[src/rtl/mac_pkg.sv]
// Shared types and constants for the 4x4 multiply-accumulate slice.
package mac_pkg;

    localparam int OPND_W = 4;
    localparam int PROD_W = 8;

    typedef enum logic [1:0] {
        IDLE  = 2'd0,
        ACCUM = 2'd1,
        WAIT  = 2'd2
    } mac_state_t;

    // Width needed to hold a term count in the range 0..max_len.
    function automatic int count_w(input int max_len);
        return $clog2(max_len + 1);
    endfunction

endpackage

[src/rtl/mac_accumulator_if.sv]
// Operand input channel and dot-product result channel of mac_accumulator.
interface mac_accumulator_if #(
    parameter int ACC_W   = 12,
    parameter int MAX_LEN = 16
);
    import mac_pkg::*;

    localparam int CNT_W = count_w(MAX_LEN);

    logic [OPND_W-1:0] a;
    logic [OPND_W-1:0] b;
    logic              in_valid;
    logic              in_last;
    logic              in_ready;
    logic [ACC_W-1:0]  out_data;
    logic [CNT_W-1:0]  out_count;
    logic              out_trunc;
    logic              out_ovf;
    logic              out_valid;
    logic              out_ready;

    modport master (
        output a, b, in_valid, in_last, out_ready,
        input  in_ready, out_data, out_count, out_trunc, out_ovf, out_valid
    );

    modport slave (
        input  a, b, in_valid, in_last, out_ready,
        output in_ready, out_data, out_count, out_trunc, out_ovf, out_valid
    );

endinterface

[src/rtl/mul4x4_comb.sv]
// Purely combinational 4x4 -> 8 bit unsigned product feeding the S1 register.
module mul4x4_comb
    import mac_pkg::*;
(
    input  logic [OPND_W-1:0] a,
    input  logic [OPND_W-1:0] b,
    output logic [PROD_W-1:0] prod
);

    assign prod = PROD_W'(a) * PROD_W'(b);

endmodule

[src/rtl/mac_accumulator.sv]
// Dot-product accumulator: S1 registers a*b, S2 sums one in_last-delimited vector.
// Build option: define MAC_SAT_EN to clamp the sum and report out_ovf; otherwise the sum wraps.
module mac_accumulator
    import mac_pkg::*;
#(
    parameter int ACC_W   = 12,
    parameter int MAX_LEN = 16
) (
    input logic              clk,
    input logic              rst,
    mac_accumulator_if.slave bus
);

    localparam int CNT_W = count_w(MAX_LEN);

    logic [PROD_W-1:0] prod_p0;
    logic [PROD_W-1:0] prod_p1;
    logic              last_p1;
    logic              vld_p1;

    mac_state_t        state;
    mac_state_t        state_nxt;
    logic [ACC_W-1:0]  acc;
    logic [CNT_W-1:0]  cnt;
    logic [ACC_W:0]    wide;
    logic [ACC_W-1:0]  sum;

    logic [ACC_W-1:0]  out_data_r;
    logic [CNT_W-1:0]  out_count_r;
    logic              out_trunc_r;
    logic              out_valid_r;

    logic              in_fire;
    logic              s1_take;
    logic              close_vec;

    function automatic logic [ACC_W:0] add_wide(input logic [ACC_W-1:0] x,
                                                input logic [PROD_W-1:0] p);
        return {1'b0, x} + (ACC_W+1)'(p);
    endfunction

    function automatic logic [ACC_W-1:0] limit(input logic [ACC_W:0] s);
`ifdef MAC_SAT_EN
        return s[ACC_W] ? {ACC_W{1'b1}} : s[ACC_W-1:0];
`else
        return s[ACC_W-1:0];
`endif
    endfunction

    mul4x4_comb u_mul (
        .a    (bus.a),
        .b    (bus.b),
        .prod (prod_p0)
    );

    // S1 drains whenever S2 is not parked in WAIT, so a new pair may enter behind it.
    assign bus.in_ready = !vld_p1 || (state != WAIT);
    assign in_fire      = bus.in_valid && bus.in_ready;
    assign s1_take      = vld_p1 && (state != WAIT);
    assign close_vec    = s1_take && (last_p1 || (int'(cnt) + 1 >= MAX_LEN));

    assign wide = add_wide(acc, prod_p1);
    assign sum  = limit(wide);

    // ---- stage S1: registered product ----
    always_ff @(posedge clk) begin
        if (rst) begin
            vld_p1  <= 1'b0;
            last_p1 <= 1'b0;
            prod_p1 <= '0;
        end else if (in_fire) begin
            vld_p1  <= 1'b1;
            last_p1 <= bus.in_last;
            prod_p1 <= prod_p0;
        end else if (s1_take) begin
            vld_p1  <= 1'b0;
        end
    end

    // ---- stage S2: accumulate and present ----
    always_ff @(posedge clk) begin
        if (rst) begin
            state <= IDLE;
        end else begin
            state <= state_nxt;
        end
    end

    always_comb begin
        state_nxt = state;
        case (state)
            IDLE, ACCUM: if (s1_take) state_nxt = close_vec ? WAIT : ACCUM;
            WAIT:        if (bus.out_ready) state_nxt = IDLE;
            default:     state_nxt = IDLE;
        endcase
    end

    always_ff @(posedge clk) begin
        if (rst) begin
            acc         <= '0;
            cnt         <= '0;
            out_data_r  <= '0;
            out_count_r <= '0;
            out_trunc_r <= 1'b0;
            out_valid_r <= 1'b0;
        end else if (s1_take) begin
            if (close_vec) begin
                out_data_r  <= sum;
                out_count_r <= cnt + CNT_W'(1);
                out_trunc_r <= !last_p1;
                out_valid_r <= 1'b1;
                acc         <= '0;
                cnt         <= '0;
            end else begin
                acc <= sum;
                cnt <= cnt + CNT_W'(1);
            end
        end else if (state == WAIT && bus.out_ready) begin
            out_valid_r <= 1'b0;
        end
    end

`ifdef MAC_SAT_EN
    logic ovf_acc;
    logic ovf_r;

    // Sticky within a vector; handed to the output when the vector closes.
    always_ff @(posedge clk) begin
        if (rst) begin
            ovf_acc <= 1'b0;
            ovf_r   <= 1'b0;
        end else if (s1_take) begin
            if (close_vec) begin
                ovf_r   <= ovf_acc | wide[ACC_W];
                ovf_acc <= 1'b0;
            end else begin
                ovf_acc <= ovf_acc | wide[ACC_W];
            end
        end
    end

    assign bus.out_ovf = ovf_r;
`else
    assign bus.out_ovf = 1'b0;
`endif

    assign bus.out_data  = out_data_r;
    assign bus.out_count = out_count_r;
    assign bus.out_trunc = out_trunc_r;
    assign bus.out_valid = out_valid_r;

endmodule
[src/flat_wrapper.sv]
// flat-port wrapper written by rule: the top's interface ports become plain ports
module mac_accumulator_flat import mac_pkg::*;
#(
    parameter int ACC_W   = 12,
    parameter int MAX_LEN = 16
)
  (clk, rst, bus_a, bus_b, bus_in_valid, bus_in_last, bus_out_ready, bus_in_ready, bus_out_data, bus_out_count, bus_out_trunc, bus_out_ovf, bus_out_valid);
  mac_accumulator_if #(.ACC_W(ACC_W), .MAX_LEN(MAX_LEN)) bus_i ();
  input logic clk;
  input logic rst;
  input wire logic [$bits(bus_i.a)-1:0] bus_a;
  input wire logic [$bits(bus_i.b)-1:0] bus_b;
  input wire logic [$bits(bus_i.in_valid)-1:0] bus_in_valid;
  input wire logic [$bits(bus_i.in_last)-1:0] bus_in_last;
  input wire logic [$bits(bus_i.out_ready)-1:0] bus_out_ready;
  output wire logic [$bits(bus_i.in_ready)-1:0] bus_in_ready;
  output wire logic [$bits(bus_i.out_data)-1:0] bus_out_data;
  output wire logic [$bits(bus_i.out_count)-1:0] bus_out_count;
  output wire logic [$bits(bus_i.out_trunc)-1:0] bus_out_trunc;
  output wire logic [$bits(bus_i.out_ovf)-1:0] bus_out_ovf;
  output wire logic [$bits(bus_i.out_valid)-1:0] bus_out_valid;
  assign bus_i.a = bus_a;
  assign bus_i.b = bus_b;
  assign bus_i.in_valid = bus_in_valid;
  assign bus_i.in_last = bus_in_last;
  assign bus_i.out_ready = bus_out_ready;
  assign bus_in_ready = bus_i.in_ready;
  assign bus_out_data = bus_i.out_data;
  assign bus_out_count = bus_i.out_count;
  assign bus_out_trunc = bus_i.out_trunc;
  assign bus_out_ovf = bus_i.out_ovf;
  assign bus_out_valid = bus_i.out_valid;
  mac_accumulator #(.ACC_W(ACC_W), .MAX_LEN(MAX_LEN)) u_core (.clk(clk), .rst(rst), .bus(bus_i));
endmodule
[config.mk]
export PLATFORM = sky130hd
export DESIGN_NAME = mac_accumulator_flat
export DESIGN_NICKNAME = d
export VERILOG_FILES = /design/src/rtl/mac_pkg.sv /design/src/rtl/mac_accumulator_if.sv /design/src/rtl/mul4x4_comb.sv /design/src/rtl/mac_accumulator.sv /design/src/flat_wrapper.sv
export SDC_FILE = /design/constraint.sdc
export NUM_CORES = 1
export LEC_CHECK = 0
export CAP_MARGIN = 20
export CORE_MARGIN = 2
export CORE_UTILIZATION = 49
export CTS_BUF_LIST = sky130_fd_sc_hd__clkbuf_8
export DETAILED_ROUTE_END_ITERATION = 10
export GPL_TIMING_DRIVEN = 0
export PLACE_DENSITY_LB_ADDON = 0.08
export SLEW_MARGIN = 25
export SYNTH_ARGS = -nofsm -noshare
export SYNTH_HDL_FRONTEND = slang
export SYNTH_SLANG_ARGS = --single-unit
[constraint.sdc]
create_clock -name clk -period 3.37 [get_ports clk]
set_input_delay 0.337 -clock clk [delete_from_list [all_inputs] [get_ports clk]]
set_output_delay 0.337 -clock clk [all_outputs]
set_load 0.02 [all_outputs]
[After elaboration in Yosys (flattened, before gate mapping)]
Cells that the tools add are included.
Widths: inputs -> output; s select.
Operators by class
  $add $sub $neg: 3
  $mul: 1
  divide/modulo/power cells: 0
  magnitude comparators: 1
  eq/ne operators: 6
  shifts and indexed selects: 0
  muxes and demuxes: 11
  bitwise gates (word level): 0
  reduce and logical (&&, ||, !) cells: 15
Operator list (number)
  $ge 32x6->1 const B: 1
  $add 12x8->12: 1
  $mux 12: 1
  $mul 4x4->8: 1
  $add 5x1->6 const B: 1
  $mux 2: 3
  $ne 2x2->1 const B: 3
  $reduce_and 2->1: 3
  $add 5x1->5 const B: 1
  $mux 1: 5
  $mux 5: 1
  $logic_and 1x1->1: 4
  $pmux 2 s2: 1
  $reduce_bool 2->1: 2
  $eq 2x1->1 const B: 1
  $eq 2x2->1 const B: 1
  $logic_not 1->1: 2
  $logic_not 2->1: 1
  $logic_or 1x1->1: 2
  $ne 2x1->1 const B: 1
  $reduce_or 2->1: 1
Word-level totals
  bits in registers: 48
  latch bits: 0
  bits in writable memories: 0
  ROM bits: 0
  bits of input ports: 13
  output and inout bits: 21
  logic and storage cells: 47
  memories kept: 0

[Longest topological paths before layout]
Gate-level depths: netlist of run 1.
  depth in word-level cells: 7
  depth in mapped cells: 11
  mapped depth without buffers: 11

[By module]
A second synthesis of run 1 with hierarchy kept.
Second synthesis, totals
  cells, all modules: 326
  area total of the unflattened synthesis: 2817.7 um^2
By module, submodules not included
  mac_accumulator: times used 1, cells an instance 275, area each 2369.8 um^2, seq. area each 960.9 um^2
  mul4x4_comb: times used 1, cells an instance 51, area each 447.9 um^2, seq. area each 0.0 um^2

[Worst setup path before layout of run 1]
Ideal clock, no wire load.
  kind: input-to-reg
  start: input port bus_a[0]
  end: register u_core.prod_p1[6]
  library setup time: 70 ps
  data arrival time: 2564 ps
  data required time: 3300 ps
  setup slack: 735 ps
  stages: 11
  buffers on the path: 0
  cell sequence: nand2_1 > fa_1 > inv_1 > fa_1 > inv_1 > fa_1 > nor2b_1 > o21a_1 > nor3_1 > nand3b_1 > a21oi_1
On the way
  longest elaborated chain between the ends: 1
Ends and longest elaborated chain
  start, declared: RTL line flat_wrapper.sv:11  | input wire logic [$bits(bus_i.a)-1:0] bus_a;
  $mul 4x4->8: RTL line mul4x4_comb.sv:10  | assign prod = PROD_W'(a) * PROD_W'(b);
  end signal, assigned: RTL line mac_accumulator.sv:74  | prod_p1 <= prod_p0;
  end, declared: RTL line mac_accumulator.sv:17  | logic [PROD_W-1:0] prod_p1;
No other way between the ends.
A chain may end at the register's enable or synchronous reset.

[Final worst setup path of run 1]
  start: input port bus_a[0]
  end: register u_core.prod_p1[7]
The elaborated chain is that of the path after synthesis.

==> results.md, run 1 <==
* Final hold viol count at 0
* Antenna diode count at 0
* Post-Syn Nets at about 360
* Hold buffers post-CTS at 0
* DRC Markers at 0
* RSZ-0062 raised after global routing: false
* Period utilisation layout at 0.910
* Synth top cells by count: dfxtp_1, nand2_1, nor2_1, a21oi_1, ha_1
* Initial DRC Count at around 150
* Final Max Slew Viols at 0
* Core Region at between 5000 and 6000 µm²
* Crit start category: input pin
* WL per Instance at about 14 µm
* Placed cell area at between 3000 and 4000 µm²
* Async SR Flop Fraction at 0
* Hold Path Class: reg -> reg
* Main flop type after synthesis: dfxtp_1
* Die area at just over 6000 µm²
* Final critical-path required period at approximately 3 ns
* DR vias at 2,411
* Final net count at about 400
* P per Cell Area at ~370 nW/µm²
* Initial Utilization at 0.502
* Row count at 27
* Final WL at 6220 µm
* Worst-Margin Slew at roughly 0.64 ns
* Layout cells sized above 1 at 0.0497
* Max FO, Critical Path at 4
* HPWL Detailed at around 4700 µm
* First-pass DRT Iterations at 4
* Syn_area_per_cell at 8.43 µm²
* Outcome: finished, final reports clean
* Synth area leaders: dfxtp_1, ha_1, nand2_1
* Clock slew at reported path FFs at about 0.09 ns
* Routability congestion estimate at ~0.84
* Worst endpoint data arrival time at 3.24 ns
* Setup TNS at 0 ns
* Fmax at around 330 MHz
* Max-slew headroom at 0.566
* Vias per cell at 5.56
* Post-CTS setup buffers at 0
* IO buf count at 32
* Pleak at approximately 1.3 nW
* Largest net degree at the start of global routing at 14
* Netlist cell types at 52
* Gr ovfl total at 0
* CTS tree: done
* Largest area contributor in the netlist: dfxtp_1
* Gr usage total at 0.215
* # setup viols final at 0
* Clock Latency Late Sink at roughly 0.3 ns
* Cell with the most instances after synthesis: dfxtp_1
* Routed Antenna Nets at 0
* Root Buffer: clkbuf_8
* Final instance area at 3240 µm²
* CTS-repair resized insts at 0
* CTS Buf Count at 5
* Layout Skew at ~0.013 ns
* Sink Count at 48
* DIE HEIGHT at 78.7 µm
* Top Ports at 34
* Worst Slack Setup Final at around 0.3 ns
* Die W at 78.7 µm
* Post-synth top area share at 0.352
* Seq/Total Area, Yosys at 0.352
* Post-synthesis instance total at around 320
* Peak VDD IR at roughly 0.17 mV
* Yosys warning total at 0
* Max H-tree Level at 2
* Worst setup path class: in -> reg
* Synthesized flop and latch total at between 40 and 50
* Cell area after synthesis at between 2000 and 3000 µm²
* Max-cap violation count at 0
* CP Data Required Time at about 3.6 ns
* First-pass GRT wire length at between 10,000 and 15,000 µm
* Initial antenna violation count at 0
* Area Growth Syn to Fin at 18.6%
* CTS Buffer Depth at 2
* Number of global-route vias before repair at around 2,200
* Pre-CTS WS at 0.0106 ns
* EDFF count, synth at 0
* CP Capture Type: flip-flop
-- routing by layer --
| layer | global-route usage | vias to the layer above | wire length [µm] | share of wire |
|---|---|---|---|---|
| met3 | 0.0391 | 6 | 196 | 0.032 |
| met2 | 0.375 | 41 | 3050 | 0.49 |
| li1 | - | 1223 | - | - |
| met4 | 0.0632 | 0 | 72 | 0.012 |
| met1 | 0.269 | 1141 | 2900 | 0.47 |
| met5 | 0 | - | 0 | 0 |
-- layout by cell type, fill, tap and decap left out, types with 2 or more instances in the layout --
cell             netlist  routed
a211oi_1              10      10
clkdlybuf4s50_1        0      32
buf_4                  3       3
a21oi_1               23      23
clkbuf_8               0       5
o311ai_0               4       4
nor3_1                 8       8
a32oi_1                2       2
clkbuf_1               7       7
fa_1                   5       5
a31oi_1                3       3
nor4_1                 3       3
a311oi_1               3       3
nor2_1                25      25
and3_1                 3       3
o21ai_0                9       9
buf_2                  5       5
xnor2_1                5       5
and2_1                14      14
nand3_1               13      13
a21o_1                 5       5
or3_1                  3       3
inv_1                 13      13
nand2_1               41      41
dfxtp_1               48      48
a22oi_1                6       6
nand2b_1               3       3
xor2_1                 4       4
nor2b_1                6       6
o21a_1                 3       3
nand3b_1               3       3
ha_1                  21      21
o211ai_1               2       2
-- power by group --
group          switching [mW]  leakage [nW]  total, mW  internal [mW]
Clock                   0.190        0.0501      0.403          0.213
Sequential             0.0128         0.389      0.598          0.585
Combinational           0.110         0.837      0.194         0.0842
Total                   0.313          1.28       1.20          0.883
-- worst paths after layout --
check / start / end / slack, ns / cells past startpoint
setup / recovery: bus_a[0] / u_core.prod_p1[7]$_SDFFE_PP0P_ / 0.30 / 10
hold / removal: u_core.bus.out_data[6]$_SDFFE_PP0P_ / u_core.bus.out_data[6]$_SDFFE_PP0P_ / 0.46 / 2
setup reg to reg: u_core.prod_p1[0]$_SDFFE_PP0P_ / u_core.acc[10]$_SDFFE_PP0P_ / 1.10 / 8
hold reg to reg: u_core.bus.out_data[6]$_SDFFE_PP0P_ / u_core.bus.out_data[6]$_SDFFE_PP0P_ / 0.46 / 2
-- layout make-up --
cell class	instances	area, µm²
Buffer	16	77.6
Clock buffer	5	68.8
Clock inverter	1	30.0
Fill cell	527	2200
Inverter	14	52.6
Multi-Input combinational cell	246	1640
Sequential cell	48	961
Tap cell	72	90.1
Timing Repair Buffer	32	320
-- per-stage QoR --
stage	cells	power (mW)	hold WS, ns	util
floorplan	324	0.743	0.436	-
global placement	428	0.804	0.444	0.578
detailed placement	428	0.808	0.445	0.578
CTS	434	1.20	0.458	0.596
global route	434	1.25	0.468	0.596
finish	434	1.20	0.456	0.596
-- state kept, by name, indices dropped and copies added, names as in the netlist --
name                  cells
u_core.state              2
u_core.bus.out_count      5
u_core.acc               12
u_core.bus.out_trunc      1
u_core.cnt                5
u_core.last_p1            1
u_core.vld_p1             1
u_core.bus.out_data      12
u_core.bus.out_valid      1
u_core.prod_p1            8
-- critical path, cell delays in order --
cell             delay (ns)
clkdlybuf4s50_1        0.52
nand2_1                0.10
fa_1                   0.53
inv_1                  0.05
fa_1                   0.50
ha_1                   0.30
a21o_1                 0.19
a21oi_1                0.21
o21ai_0                0.15
o311ai_0               0.36
-- cells by family (layout without fill, tap and decap cells) --
group	Yosys count	count (layout)	share of synthesized area
AND/OR/NAND/NOR	129	129	0.230
AO/OA/AOI/OAI	81	81	0.208
flip-flops	48	48	0.352
buffers and inverters	30	68	0.0476
adder cells (fa/ha/maj)	26	26	0.133
XOR/XNOR	9	9	0.0288
other	1	1	0.00137
Power figures use the tool's default switching activity.
==> run 2, diff against run 1 <==
GPL_TIMING_DRIVEN = 1   (was 0)
PLACE_DENSITY = 0.75   (was unset)
PLACE_DENSITY_LB_ADDON = unset   (was 0.08)
==> results.md, run 2 (same netlist as run 1, synthesis figures left out) <==
* Worst setup path class: in -> reg
* Hold buffers post-CTS at 0
* Max FO, Critical Path at 4
* Register share of total power at 0.543
* Total Power at approximately 1.1 mW
* CP Buf/Inv Count at 2
* CP Data Required Time at 3.56 ns
* RSZ-0062 raised after global routing: false
* Sw Pwr at a little under 0.3 mW
* Final hold viol count at 0
* P per Cell Area at ~350 nW/µm²
* Initial Utilization at 0.502
* Period utilisation layout at 0.901
* Sink Count at 48
* CP Capture Type: flip-flop
* First-pass GRT wire length at between 9000 and 10,000 µm
* Peak VDD IR at 0.202 mV
* Number of global-route vias before repair at 2,187
* Crit start category: input pin
* Layout cells sized above 1 at 0.0371
* Clock slew at reported path FFs at roughly 0.080 ns
* Outcome: finished, final reports clean
* Commonest cells after routing, fill and taps aside: dfxtp_1, nand2_1, clkdlybuf4s50_1
* Max-slew headroom at 0.503
* Critical path depth in cells at 10
* Hold EP: u_core.bus.out_data[6]$_SDFFE_PP0P_
* Routability congestion estimate at 0.806
* Clk network pwr share at 0.287
* WL per Instance at 13.3 µm
* Final critical-path required period at between 3 and 4 ns
* Max H-tree Level at 2
* CP dominant cell by count: fa_1
* HP Start: u_core.bus.out_data[6]$_SDFFE_PP0P_
* Initial DRC Count at between 100 and 150
* CP max-delay cell: fa_1
* Reg area at between 900 and 1000 µm²
* Reg2reg end: u_core.bus.out_data[7]$_SDFFE_PP0P_
* Root Buffer: clkbuf_8
* Worst reg-to-reg path cell count at 5
* Multi-input gate area at 1640 µm²
* Pleak at 1.24 nW
* CTS Buf Count at 5
* Core Region at roughly 5400 µm²
* DRC Markers at 0
* IO buf count at 32
* Die W at between 70 and 80 µm
* Worst R2R Start: u_core.cnt[0]$_SDFFE_PP0P_
* DR vias at around 2,300
* Top Ports at 34
* Largest net degree at the start of global routing at 23
* CTS-repair resized insts at 0
* Die area at roughly 6200 µm²
* Post-CTS setup buffers at 0
* Hold Path Class: reg -> reg
* First-pass DRT Iterations at 4
* CTS Buffer Depth at 2
* Delay-heaviest family, CP: adder cells
* DIE HEIGHT at a little under 80 µm
* Antenna diode count at 0
* Fmax at approximately 330 MHz
* # setup viols final at 0
* Row count at 27
* Fillers at ~520
* HPWL Detailed at between 4000 and 5000 µm
* Clock Latency Late Sink at ~0.3 ns
* Crit-path max cell delay at 0.54 ns
* Worst endpoint data arrival time at between 3 and 4 ns
* CTS tree: done
* Hold Path Depth at 2
* Area Growth Syn to Fin at 15.8%
* P_int at 0.805 mW
* Max-cap violation count at 0
* Layout Skew at between 0.008 and 0.009 ns
* Final net count at roughly 390
* Combinational group share of total power at 0.170
* Routed Antenna Nets at 0
* R2R setup slack at about 1.1 ns
* Worst-Margin Slew at between 0.7 and 0.8 ns
* Gr ovfl total at 0
* Switch share at 0.268
* Vias per cell at roughly 5.5
* Initial antenna violation count at 0
* CP startpoint: bus_a[0]
* CP Cell Sequence: clkdlybuf4s50_1 > nand2_1 > fa_1 > inv_1 > fa_1 > ha_1 > a21o_1 > a21oi_1 > o21ai_0 > o311ai_0
* Final WL at 5630 µm
* Gr usage total at 0.195
* Setup TNS at 0 ns
* Commonest non-fill, non-tap cell in the layout: dfxtp_1
* Final Max Slew Viols at 0
run 2: changes by cell type in the layout (fill, tap and decap cells not counted), sizes merged:
cell    change
buf         -6
clkbuf      -7
inv         +1
clkinv      +1
bufinv      -1
run 2: cell type report:
| class | count | area share |
|---|---|---|
| clock inverter | 2 | 0.00277 |
| timing repair buffer | 35 | 0.108 |
| multi-input combinational | 246 | 0.519 |
| tap | 72 | 0.0285 |
| inverter | 14 | 0.0166 |
| sequential | 48 | 0.304 |
| clock buffer | 5 | 0.0217 |
run 2: worst max-delay path by stage:
| stage | end | slack, ns |
|---|---|---|
| 2_1_floorplan | u_core.prod_p1[6]$_SDFFE_PP0P_ | 0.74 |
| 3_3_place_gp | u_core.prod_p1[6]$_SDFFE_PP0P_ | 0.13 |
| 3_5_place_dp | u_core.prod_p1[6]$_SDFFE_PP0P_ | 0.03 |
| 4_1_cts | u_core.prod_p1[6]$_SDFFE_PP0P_ | 0.34 |
| 5_1_grt | u_core.prod_p1[7]$_SDFFE_PP0P_ | 0.21 |
| 6_report | u_core.prod_p1[7]$_SDFFE_PP0P_ | 0.33 |
run 2: metal layers:
layer | vias up | wire length [µm] | track usage
met2 | 42 | 2620 | 0.328
met5 | - | 0 | 0
met3 | 5 | 162 | 0.0310
met1 | 1076 | 2760 | 0.252
li1 | 1204 | - | -
met4 | 0 | 87 | 0.0667
run 2: stage by stage:
step | worst slack [ns] | std cells | hold WS [ns] | util | cell area, µm²
6_report | 0.332 | 422 | 0.455 | 0.582 | 3170
4_1_cts | 0.342 | 422 | 0.459 | 0.582 | 3170
2_1_floorplan | 0.735 | 324 | 0.436 | - | 2730
3_3_place_gp | 0.128 | 415 | 0.443 | 0.568 | 3090
3_5_place_dp | 0.0342 | 415 | 0.447 | 0.568 | 3090
5_1_grt | 0.211 | 422 | 0.483 | 0.582 | 3170
run 2: worst register-to-register path, stage by stage (launching register included):
cell and delay [ns]:
dfxtp_1 0.38, ha_1 0.29, and3_1 0.28, a31oi_4 0.31
nand2_1 0.47, o311ai_0 0.47
run 2: power by group through the flow:
stage,clock network (mW),logic (mW),registers [mW]
finish,0.316,0.187,0.597
CTS,0.325,0.188,0.597
floorplan,0,0.132,0.611
global placement,0,0.184,0.610
detailed placement,0,0.186,0.611
global route,0.346,0.212,0.600
